`src/rtl/snoop_bus_arbiter.sv`:
```
// Round-robin owner selection for the shared snoop bus: one tenure at a time,
// registered one-hot grant, encoded owner ID and a hold-length diagnostic.
module snoop_bus_arbiter #(
    parameter int NUM_CPUS = 4,
    parameter int MAX_HOLD = 16,
    parameter int IDW      = $clog2(NUM_CPUS)
) (
    input  logic                clk,
    input  logic                rst,
    input  logic [NUM_CPUS-1:0] req,
    input  logic [NUM_CPUS-1:0] busy,
    output logic [NUM_CPUS-1:0] gnt,
    output logic                gnt_valid,
    output logic [IDW-1:0]      gnt_id,
    output logic                hold_timeout,
    output logic                timeout_seen
);

    localparam int CNTW = $clog2(MAX_HOLD + 1);
    localparam logic [CNTW-1:0] HOLD_MAX = CNTW'(MAX_HOLD);
    localparam logic [CNTW-1:0] CNT_ONE  = CNTW'(1);

    localparam logic [0:0] ST_IDLE  = 1'b0;
    localparam logic [0:0] ST_OWNED = 1'b1;

    logic [0:0]          state_reg,        state_next;
    logic [NUM_CPUS-1:0] gnt_reg,          gnt_next;
    logic                gnt_valid_reg,    gnt_valid_next;
    logic [IDW-1:0]      gnt_id_reg,       gnt_id_next;
    logic [IDW-1:0]      rr_ptr_reg,       rr_ptr_next;
    logic [CNTW-1:0]     hold_cnt_reg,     hold_cnt_next;
    logic                hold_hit_reg,     hold_hit_next;
    logic                hold_timeout_reg, hold_timeout_next;
    logic                timeout_seen_reg, timeout_seen_next;

    // Requests viewed in priority order: slot gi holds cache (rr_ptr + gi) mod NUM_CPUS.
    logic [IDW:0]        rot_sum [NUM_CPUS];
    logic [IDW:0]        rot_idx [NUM_CPUS];
    logic [NUM_CPUS-1:0] rot_req;

    generate
        for (genvar gi = 0; gi < NUM_CPUS; gi++) begin : g_rot
            assign rot_sum[gi] = {1'b0, rr_ptr_reg} + (IDW+1)'(gi);
            assign rot_idx[gi] = (rot_sum[gi] >= (IDW+1)'(NUM_CPUS))
                               ? rot_sum[gi] - (IDW+1)'(NUM_CPUS)
                               : rot_sum[gi];
            assign rot_req[gi] = req[rot_idx[gi][IDW-1:0]];
        end
    endgenerate

    logic [IDW:0]        win_idx;
    logic [IDW-1:0]      win_id;
    logic [NUM_CPUS-1:0] win_onehot;
    logic                owner_keep;

    always_comb begin
        win_idx = '0;
        for (int k = NUM_CPUS - 1; k >= 0; k--) begin
            if (rot_req[k]) begin
                win_idx = rot_idx[k];
            end
        end
    end

    assign win_id     = win_idx[IDW-1:0];
    assign win_onehot = NUM_CPUS'(1) << win_id;
    assign owner_keep = req[gnt_id_reg] | busy[gnt_id_reg];

    always_comb begin
        state_next        = state_reg;
        gnt_next          = gnt_reg;
        gnt_valid_next    = gnt_valid_reg;
        gnt_id_next       = gnt_id_reg;
        rr_ptr_next       = rr_ptr_reg;
        hold_cnt_next     = hold_cnt_reg;
        hold_hit_next     = 1'b0;
        hold_timeout_next = 1'b0;
        timeout_seen_next = timeout_seen_reg;

        case (state_reg)
            ST_IDLE: begin
                if (|req) begin
                    state_next     = ST_OWNED;
                    gnt_next       = win_onehot;
                    gnt_valid_next = 1'b1;
                    gnt_id_next    = win_id;
                    hold_cnt_next  = CNT_ONE;
                    hold_hit_next  = (CNT_ONE == HOLD_MAX);
                end
            end
            ST_OWNED: begin
                if (owner_keep) begin
                    if (hold_cnt_reg != HOLD_MAX) begin
                        hold_cnt_next = hold_cnt_reg + CNT_ONE;
                        hold_hit_next = ((hold_cnt_reg + CNT_ONE) == HOLD_MAX);
                    end
                    // The pulse lands one cycle after the counter saturates.
                    if (hold_hit_reg) begin
                        hold_timeout_next = 1'b1;
                        timeout_seen_next = 1'b1;
                    end
                end else begin
                    state_next     = ST_IDLE;
                    gnt_next       = '0;
                    gnt_valid_next = 1'b0;
                    hold_cnt_next  = '0;
                    rr_ptr_next    = (gnt_id_reg == IDW'(NUM_CPUS - 1))
                                   ? '0 : gnt_id_reg + IDW'(1);
                end
            end
            default: begin
                state_next     = ST_IDLE;
                gnt_next       = '0;
                gnt_valid_next = 1'b0;
                hold_cnt_next  = '0;
            end
        endcase
    end

    always_ff @(posedge clk or negedge rst) begin
        if (!rst) begin
            state_reg        <= ST_IDLE;
            gnt_reg          <= '0;
            gnt_valid_reg    <= 1'b0;
            gnt_id_reg       <= '0;
            rr_ptr_reg       <= '0;
            hold_cnt_reg     <= '0;
            hold_hit_reg     <= 1'b0;
            hold_timeout_reg <= 1'b0;
            timeout_seen_reg <= 1'b0;
        end else begin
            state_reg        <= state_next;
            gnt_reg          <= gnt_next;
            gnt_valid_reg    <= gnt_valid_next;
            gnt_id_reg       <= gnt_id_next;
            rr_ptr_reg       <= rr_ptr_next;
            hold_cnt_reg     <= hold_cnt_next;
            hold_hit_reg     <= hold_hit_next;
            hold_timeout_reg <= hold_timeout_next;
            timeout_seen_reg <= timeout_seen_next;
        end
    end

    assign gnt          = gnt_reg;
    assign gnt_valid    = gnt_valid_reg;
    assign gnt_id       = gnt_id_reg;
    assign hold_timeout = hold_timeout_reg;
    assign timeout_seen = timeout_seen_reg;

endmodule

```
`config.mk`:
```
export PLATFORM = sky130hd
export DESIGN_NAME = snoop_bus_arbiter
export DESIGN_NICKNAME = d
export VERILOG_FILES = /design/src/rtl/snoop_bus_arbiter.sv
export SDC_FILE = /design/constraint.sdc
export NUM_CORES = 1
export LEC_CHECK = 0
export BUFFER_PORTS_ARGS = -buffer_cell sky130_fd_sc_hd__clkbuf_2
export CAP_MARGIN = 20
export CELL_PAD_IN_SITES_DETAIL_PLACEMENT = 1
export CELL_PAD_IN_SITES_GLOBAL_PLACEMENT = 2
export CORE_MARGIN = 2
export CORE_UTILIZATION = 38
export CTS_BUF_LIST = sky130_fd_sc_hd__clkbuf_8
export DETAILED_ROUTE_END_ITERATION = 6
export PLACE_DENSITY = 0.89
export SYNTH_ARGS = -nofsm -noshare
export SYNTH_HDL_FRONTEND = slang
export SYNTH_SLANG_ARGS = --single-unit
```
`constraint.sdc`:
```
create_clock -name clk -period 4.2 [get_ports clk]
set_clock_uncertainty 0.05 [all_clocks]
set_input_delay 0.42 -clock clk [delete_from_list [all_inputs] [get_ports clk]]
set_output_delay 0.42 -clock clk [all_outputs]
set_load 0.005 [all_outputs]
```
==> summary.txt, run 1 <==
Yosys
  • Synth warn: 0
  • Synthesized area per cell: 10.5 um^2
  • Main area contributors after synthesis: dfrtp_1, ha_1, nor2b_1, o21ai_0, inv_1
  • Async SR Flop Fraction: 1.00
  • Post-synth cell types: between 40 and 50
  • Top cells by count, synth: dfrtp_1, inv_1, nand2_1
  • Mapped Area: 997 um^2
  • Syn Nets: 109
  • Syn Inst Count: 95
  • Most frequent cell after synthesis: dfrtp_1
  • Top cell type's share of synthesized area: 0.452
  • Number of synthesized flops with an enable pin: 0
  • Sequential-to-total area share from yosys stat: 0.452
  • Synthesis-stage register bit count: 18
  • Synth Flop Type: dfrtp_1
  • Leading area contributor after synthesis: dfrtp_1

Finish
  • Fillers: 289
  • Antenna cells: 0
  • Design area: 0.00116 mm^2
  • Max FFs per register: 5
  • Layout cells sized above 1: 0.246
  • Area grow syn2layout: 16.7%
  • Fin nets: 129

STA
  • Slew HR: 0.618
  • Final setup viols: 0
  • Max Slew Vio Count: 0
  • Maximum clock rate: between 500 and 600 MHz
  • Final hold vios: 0
  • Crit share post-route: 0.452
  • Fin Hold WS: 55.8 ps
  • Tmin final: 1900 ps
  • Actual slew at the worst max-slew pin: about 570 ps
  • RSZ-0062 raised after global routing: false
  • Setup Total Neg Slack: 0 ps

Floorplanning
  • Cell row count: 18
  • Die W: 55.2 um
  • Core region area: 0.00248 mm^2
  • Die ar.: 0.00305 mm^2
  • I/O pins: 19
  • Die height: between 50 and 60 um
  • Initial Util: 0.403

Worst setup path
  • Crit end category: flop
  • CP cell instances: nor4bb_1, nor4_4, nand2b_4, mux2_4
  • Crit-path max FO: 8
  • Req. time, crit path: 4280 ps
  • CP max stage cell: nor4_4
  • Crit path DAT: 1980 ps
  • CP delay by family, top: simple AND/OR/NAND/NOR gates
  • Setup CP Type: flop to flop
  • Startpoint class of the critical path: flop
  • Buf/Inv on CP: 0
  • CP peak stage delay: 500 ps

Clocking
  • PostCTS Resize Cnt: 0
  • Setup Buffers After CTS: 0
  • Sink Count: 18
  • Hold Buf Count CTS: 0
  • H-tree depth: 1
  • Num CTS Buffers: 3
  • Clk slew on worst S/H paths: 70 ps
  • Clk_lat worst skew: 250 ps
  • CTS max path bufs: 2
  • Clk root buf: clkbuf_8
  • CTS tree: done

Routing
  • Via/cell ratio: 5.75
  • Via count: between 800 and 900
  • Detailed-route wire length per cell: 16.4 um
  • Detailed Route Iter0 Violations: 14
  • Drt drc: 0
  • Drt pass-1 iters: 2
  • Post-DRT Antenna Nets: 0
  • Total wire length: around 2400 um

Global routing
  • Largest net degree at the start of global routing: 19
  • Initial antenna violation count: 0
  • GRT overflow: 0
  • Wire length of the first global-routing pass: 4250 um
  • Tot GR Track Use: 0.172
  • Vias in the first global route: 892

Run status
  • Status: finished clean

Job
  • Max Cap Viol: 0

Power
  • Leak pwr: between 0.5 and 0.6 nW
  • Pwr dens: 663 mW/mm^2
  • Overall power: just under 0.8 mW
  • Worst vdd ir: ~0.00030 V

Hold path
  • Min-Delay Path Class: input pin to async pin

Placed design
  • DP HPWL: 1830 um
  • RePlAce Congestion: 0.853
  • Port bufs: 18
  • Post-placement cell area: 0.00111 mm^2
[kinds of logic after synthesis]
logic type,count (synthesis),share of synthesized area
xor gates and xnor gates,3,0.0264
DFF,18,0.452
adders and majority gates,4,0.0502
and+or+nand+nor,33,0.208
muxes,2,0.0263
AOI/OAI and AO/OA,26,0.198
buffers and inverters,9,0.0389
[report_power, final]
part | internal (mW) | total, mW | switching, mW | leakage [nW]
clock | 0.0832 | 0.141 | 0.0580 | 0.0288
sequential | 0.238 | 0.324 | 0.0863 | 0.232
combinational | 0.153 | 0.307 | 0.154 | 0.287
total | 0.474 | 0.772 | 0.298 | 0.547
[area by class of cell]
cell class,instances,area [um^2],share of cell area
well taps,30,37.5,0.0323
clock buffers,4,55.1,0.0473
flip-flops and latches,18,450,0.387
multi-input cells,68,508,0.437
repair buffers,18,90.1,0.0774
inverters,6,22.5,0.0194
[metrics by stage]
stage,util,worst slack (ps),instances
6_report,0.470,2300,144
3_5_place_dp,0.447,2300,140
5_1_grt,0.470,2180,144
4_1_cts,0.470,2290,144
3_3_place_gp,0.447,2370,140
2_1_floorplan,-,2520,95
[worst register-to-register path, stage by stage, from the launching register on]
cell	delay, ps
dfrtp_1	460
nor4bb_1	210
nor4_4	500
nand2b_4	250
mux2_4	310
[placed cells by master, fill, tap and decap left out, types with 3 or more instances in the layout]
cell type | Yosys | routed
clkbuf_2 | 0 | 18
nor2b_1 | 5 | 5
nand2_1 | 6 | 6
o21ai_0 | 5 | 5
inv_1 | 6 | 6
ha_1 | 4 | 4
dfrtp_1 | 18 | 18
clkbuf_8 | 0 | 4
nand3_1 | 3 | 3
nor2_1 | 3 | 3
nor3_1 | 4 | 4
[layer usage]
metal  share of wire  GRT usage  vias to the layer above
li1                -          -                      392
met5               0          0                        -
met1            0.42      0.205                      413
met4           0.024     0.0767                        0
met2            0.52      0.301                       17
met3           0.034     0.0304                        6
[path summary, 6_finish.rpt]
| kind | start | slack (ps) | endpoint | depth (start not counted) |
|---|---|---|---|---|
| worst max-delay path | gnt_id[1] | 2300 | rr_ptr_reg[1] | 4 |
| worst min-delay path | rst | 60 | gnt_id[0] | 1 |
| worst max register to register | gnt_id[1] | 2300 | rr_ptr_reg[1] | 4 |
| worst min register to register | timeout_seen | 440 | timeout_seen | 1 |
| max in group asynchronous | rst | 3730 | hold_cnt_reg[3] | 1 |
| min in group clk | timeout_seen | 440 | timeout_seen | 1 |
Note: power is estimated with default switching activity, not from simulation.
==> run 2, diff against run 1 <==
ABC_AREA = 1   (was default)
CORE_UTILIZATION = 32   (was 38)
PLACE_DENSITY = 0.84   (was 0.89)
clock period = 1.8 ns   (was 4.2 ns; I/O delays follow)
==> run 2 against run 1 <==
Compared with the run above:
- critical path depth up 5
- synthesized cell count rose by 44%
- setup slack worse by 2100 ps
- non-clock buffer count rose by 1
- utilization is 6.5 points lower
- register-to-register slack lost 2100 ps
- critical endpoint is now gnt[0]
- largest power group is now combinational cells
- highest routed layer unchanged
==> summary.txt, run 2 <==
Worst setup path
  • CP cell instances: nor2_1, nand2_1, nand3_1, nand2_1, inv_2, nand2_1, nand2_1, nor2_1, o21bai_1
  • FF-to-FF setup slack: 240 ps
  • Crit-path max FO: 8
  • CP most frequent cell: nand2_1
  • CP peak stage delay: about 480 ps
  • Startpoint class of the critical path: flop
  • Crit path DAT: 1650 ps
  • Setup CP Type: flop to flop
  • Crit end category: flop
  • Req. time, crit path: between 1500 and 2000 ps
  • CP max stage cell: dfrtp_1

Yosys
  • Mapped Area: 0.00106 mm^2
  • Sequential-to-total area share from yosys stat: 0.426
  • Synthesis-stage register bit count: 18
  • Top cells by count, synth: nand2_1, dfrtp_1, inv_1
  • Synth warn: 0
  • Syn Nets: 151
  • Number of synthesized flops with an enable pin: 0
  • Most frequent cell after synthesis: nand2_1
  • Synth Flop Type: dfrtp_1
  • Synthesized area per cell: 7.72 um^2
  • Syn Inst Count: 137
  • Top cell type's share of synthesized area: 0.426
  • Main area contributors after synthesis: dfrtp_1, nand2_1, nand3_1, inv_1, ha_1
  • Post-synth cell types: 25
  • Leading area contributor after synthesis: dfrtp_1
  • Async SR Flop Fraction: 1.00

Finish
  • Fin nets: 174
  • Layout cells sized above 1: 0.214
  • Area grow syn2layout: 18.8%
  • Most common cell after layout, fill and taps aside: nand2_1
  • Max FFs per register: 5
  • Most frequent cells in the layout: nand2_1, dfrtp_1, clkbuf_2
  • Antenna cells: 0

Routing
  • Drt pass-1 iters: 4
  • Via/cell ratio: 4.62
  • Post-DRT Antenna Nets: 0
  • Drt drc: 0
  • Detailed Route Iter0 Violations: 20
  • Total wire length: around 2400 um
  • Uppermost layer routed: met4
  • Met3 Routed Length: ~90 um
  • Wl on met1: ~1200 um
  • Via count: 937
  • Detailed-route wire length per cell: 11.7 um
  • Metal2 WL: 1090 um

STA
  • Tmin final: 1560 ps
  • Worst Slack Setup Final: 239 ps
  • Final hold vios: 0
  • Setup Total Neg Slack: 0 ps
  • Crit share post-route: 0.867
  • Final setup viols: 0
  • Slew HR: 0.711
  • Maximum clock rate: 640 MHz
  • Actual slew at the worst max-slew pin: 433 ps
  • RSZ-0062 raised after global routing: false
  • Max Slew Vio Count: 0

Clocking
  • Setup Buffers After CTS: 0
  • CTS max path bufs: 2
  • Clk_lat worst skew: ~250 ps
  • H-tree depth: 1
  • Clk root buf: clkbuf_8
  • CTS tree: done
  • Num CTS Buffers: 3
  • Clk slew on worst S/H paths: around 60 ps
  • Sink Count: 18

Global routing
  • Tot GR Track Use: 0.152
  • Initial antenna violation count: 0
  • Vias in the first global route: 973
  • Largest net degree at the start of global routing: 19
  • GRT overflow: 0
  • Wire length of the first global-routing pass: about 4300 um

Power
  • Pwr dens: approximately 1500 mW/mm^2
  • Worst vdd ir: 0.000699 V
  • Leak pwr: 0.686 nW

Floorplanning
  • Initial Util: 0.341
  • Cell row count: 20
  • Die W: 61.5 um
  • Die height: 61.5 um
  • Core region area: 0.00310 mm^2
  • I/O pins: 19
  • Die ar.: roughly 0.0038 mm^2

Job
  • Max Cap Viol: 0

Run status
  • Status: finished clean

Placed design
  • DP HPWL: 1920 um
  • Port bufs: 18
  • DP Worst Slack: 236 ps
  • RePlAce Congestion: 0.795

Hold path
  • Min-Delay Path Class: input pin to async pin
-- run 2: cell types whose count changed in the layout (fill, tap and decap cells not counted), moves of 5 or more --
cell / change
inv_1: +11
nor2b_1: -5
nand2_1: +36
nand3_1: +12
-- run 2: layout make-up --
type                       instances  area, um^2
multi-input combinational         99         524
fill                             406        1850
clock buffer                       4        55.1
tap                               44        55.1
timing repair buffer              19         100
sequential                        18         450
inverter                          19        71.3
-- run 2: layer usage --
metal  vias to the layer above  GRT usage
met5                         -          0
met4                         0     0.0365
met3                         4     0.0441
met2                        17      0.250
met1                       435      0.198
li1                        481          -
-- run 2: metrics by stage --
step                total power [mW]  area (um^2)  utilization  std cells  hold slack [ps]
detailed placement              1.62         1190        0.384        198             96.8
finish                          1.92         1260        0.405        203              348
CTS                             1.95         1260        0.405        203              364
global route                    2.14         1260        0.405        203              386
floorplan                       1.35         1060            -        137             -166
global placement                1.57         1190        0.384        198             94.0
-- run 2: repair_timing --
action,4_1_cts,5_1_grt
endpoints found under the setup margin,0,0
hold endpoints to repair,18,0
gates resized for setup,0,0
hold buffers,1,0
-- run 2: kinds of logic (layout without fill, tap and decap cells) --
kind of cell	Yosys count	in the layout	share of synthesized area
fa+ha+maj	4	4	0.0473
flops	18	18	0.426
compound gates	15	15	0.0852
simple gates	78	78	0.347
buf+inv	20	42	0.0781
xor+xnor	2	2	0.0166
-- run 2: worst paths after layout --
path | from | to | depth (start not counted)
setup / recovery | gnt_id[0] | gnt[0] | 9
hold / removal | rst | gnt[2] | 2
setup reg to reg | gnt_id[0] | gnt[0] | 9
hold reg to reg | hold_hit_reg | hold_timeout | 2
max in group asynchronous | rst | hold_cnt_reg[0] | 2
min in group clk | req[2] | state_reg | 5
-- run 2: critical path: cells and delay by family, from the launching register on --
kind,cells,cell delay [ps]
simple gates,7,680
flops,1,480
compound gates,1,140
buf+inv,1,90
-- run 2: power by group --
part | switching [mW] | internal, mW | total (mW)
registers | 0.150 | 0.533 | 0.683
clock network | 0.128 | 0.194 | 0.322
logic | 0.563 | 0.352 | 0.914
total | 0.840 | 1.08 | 1.92
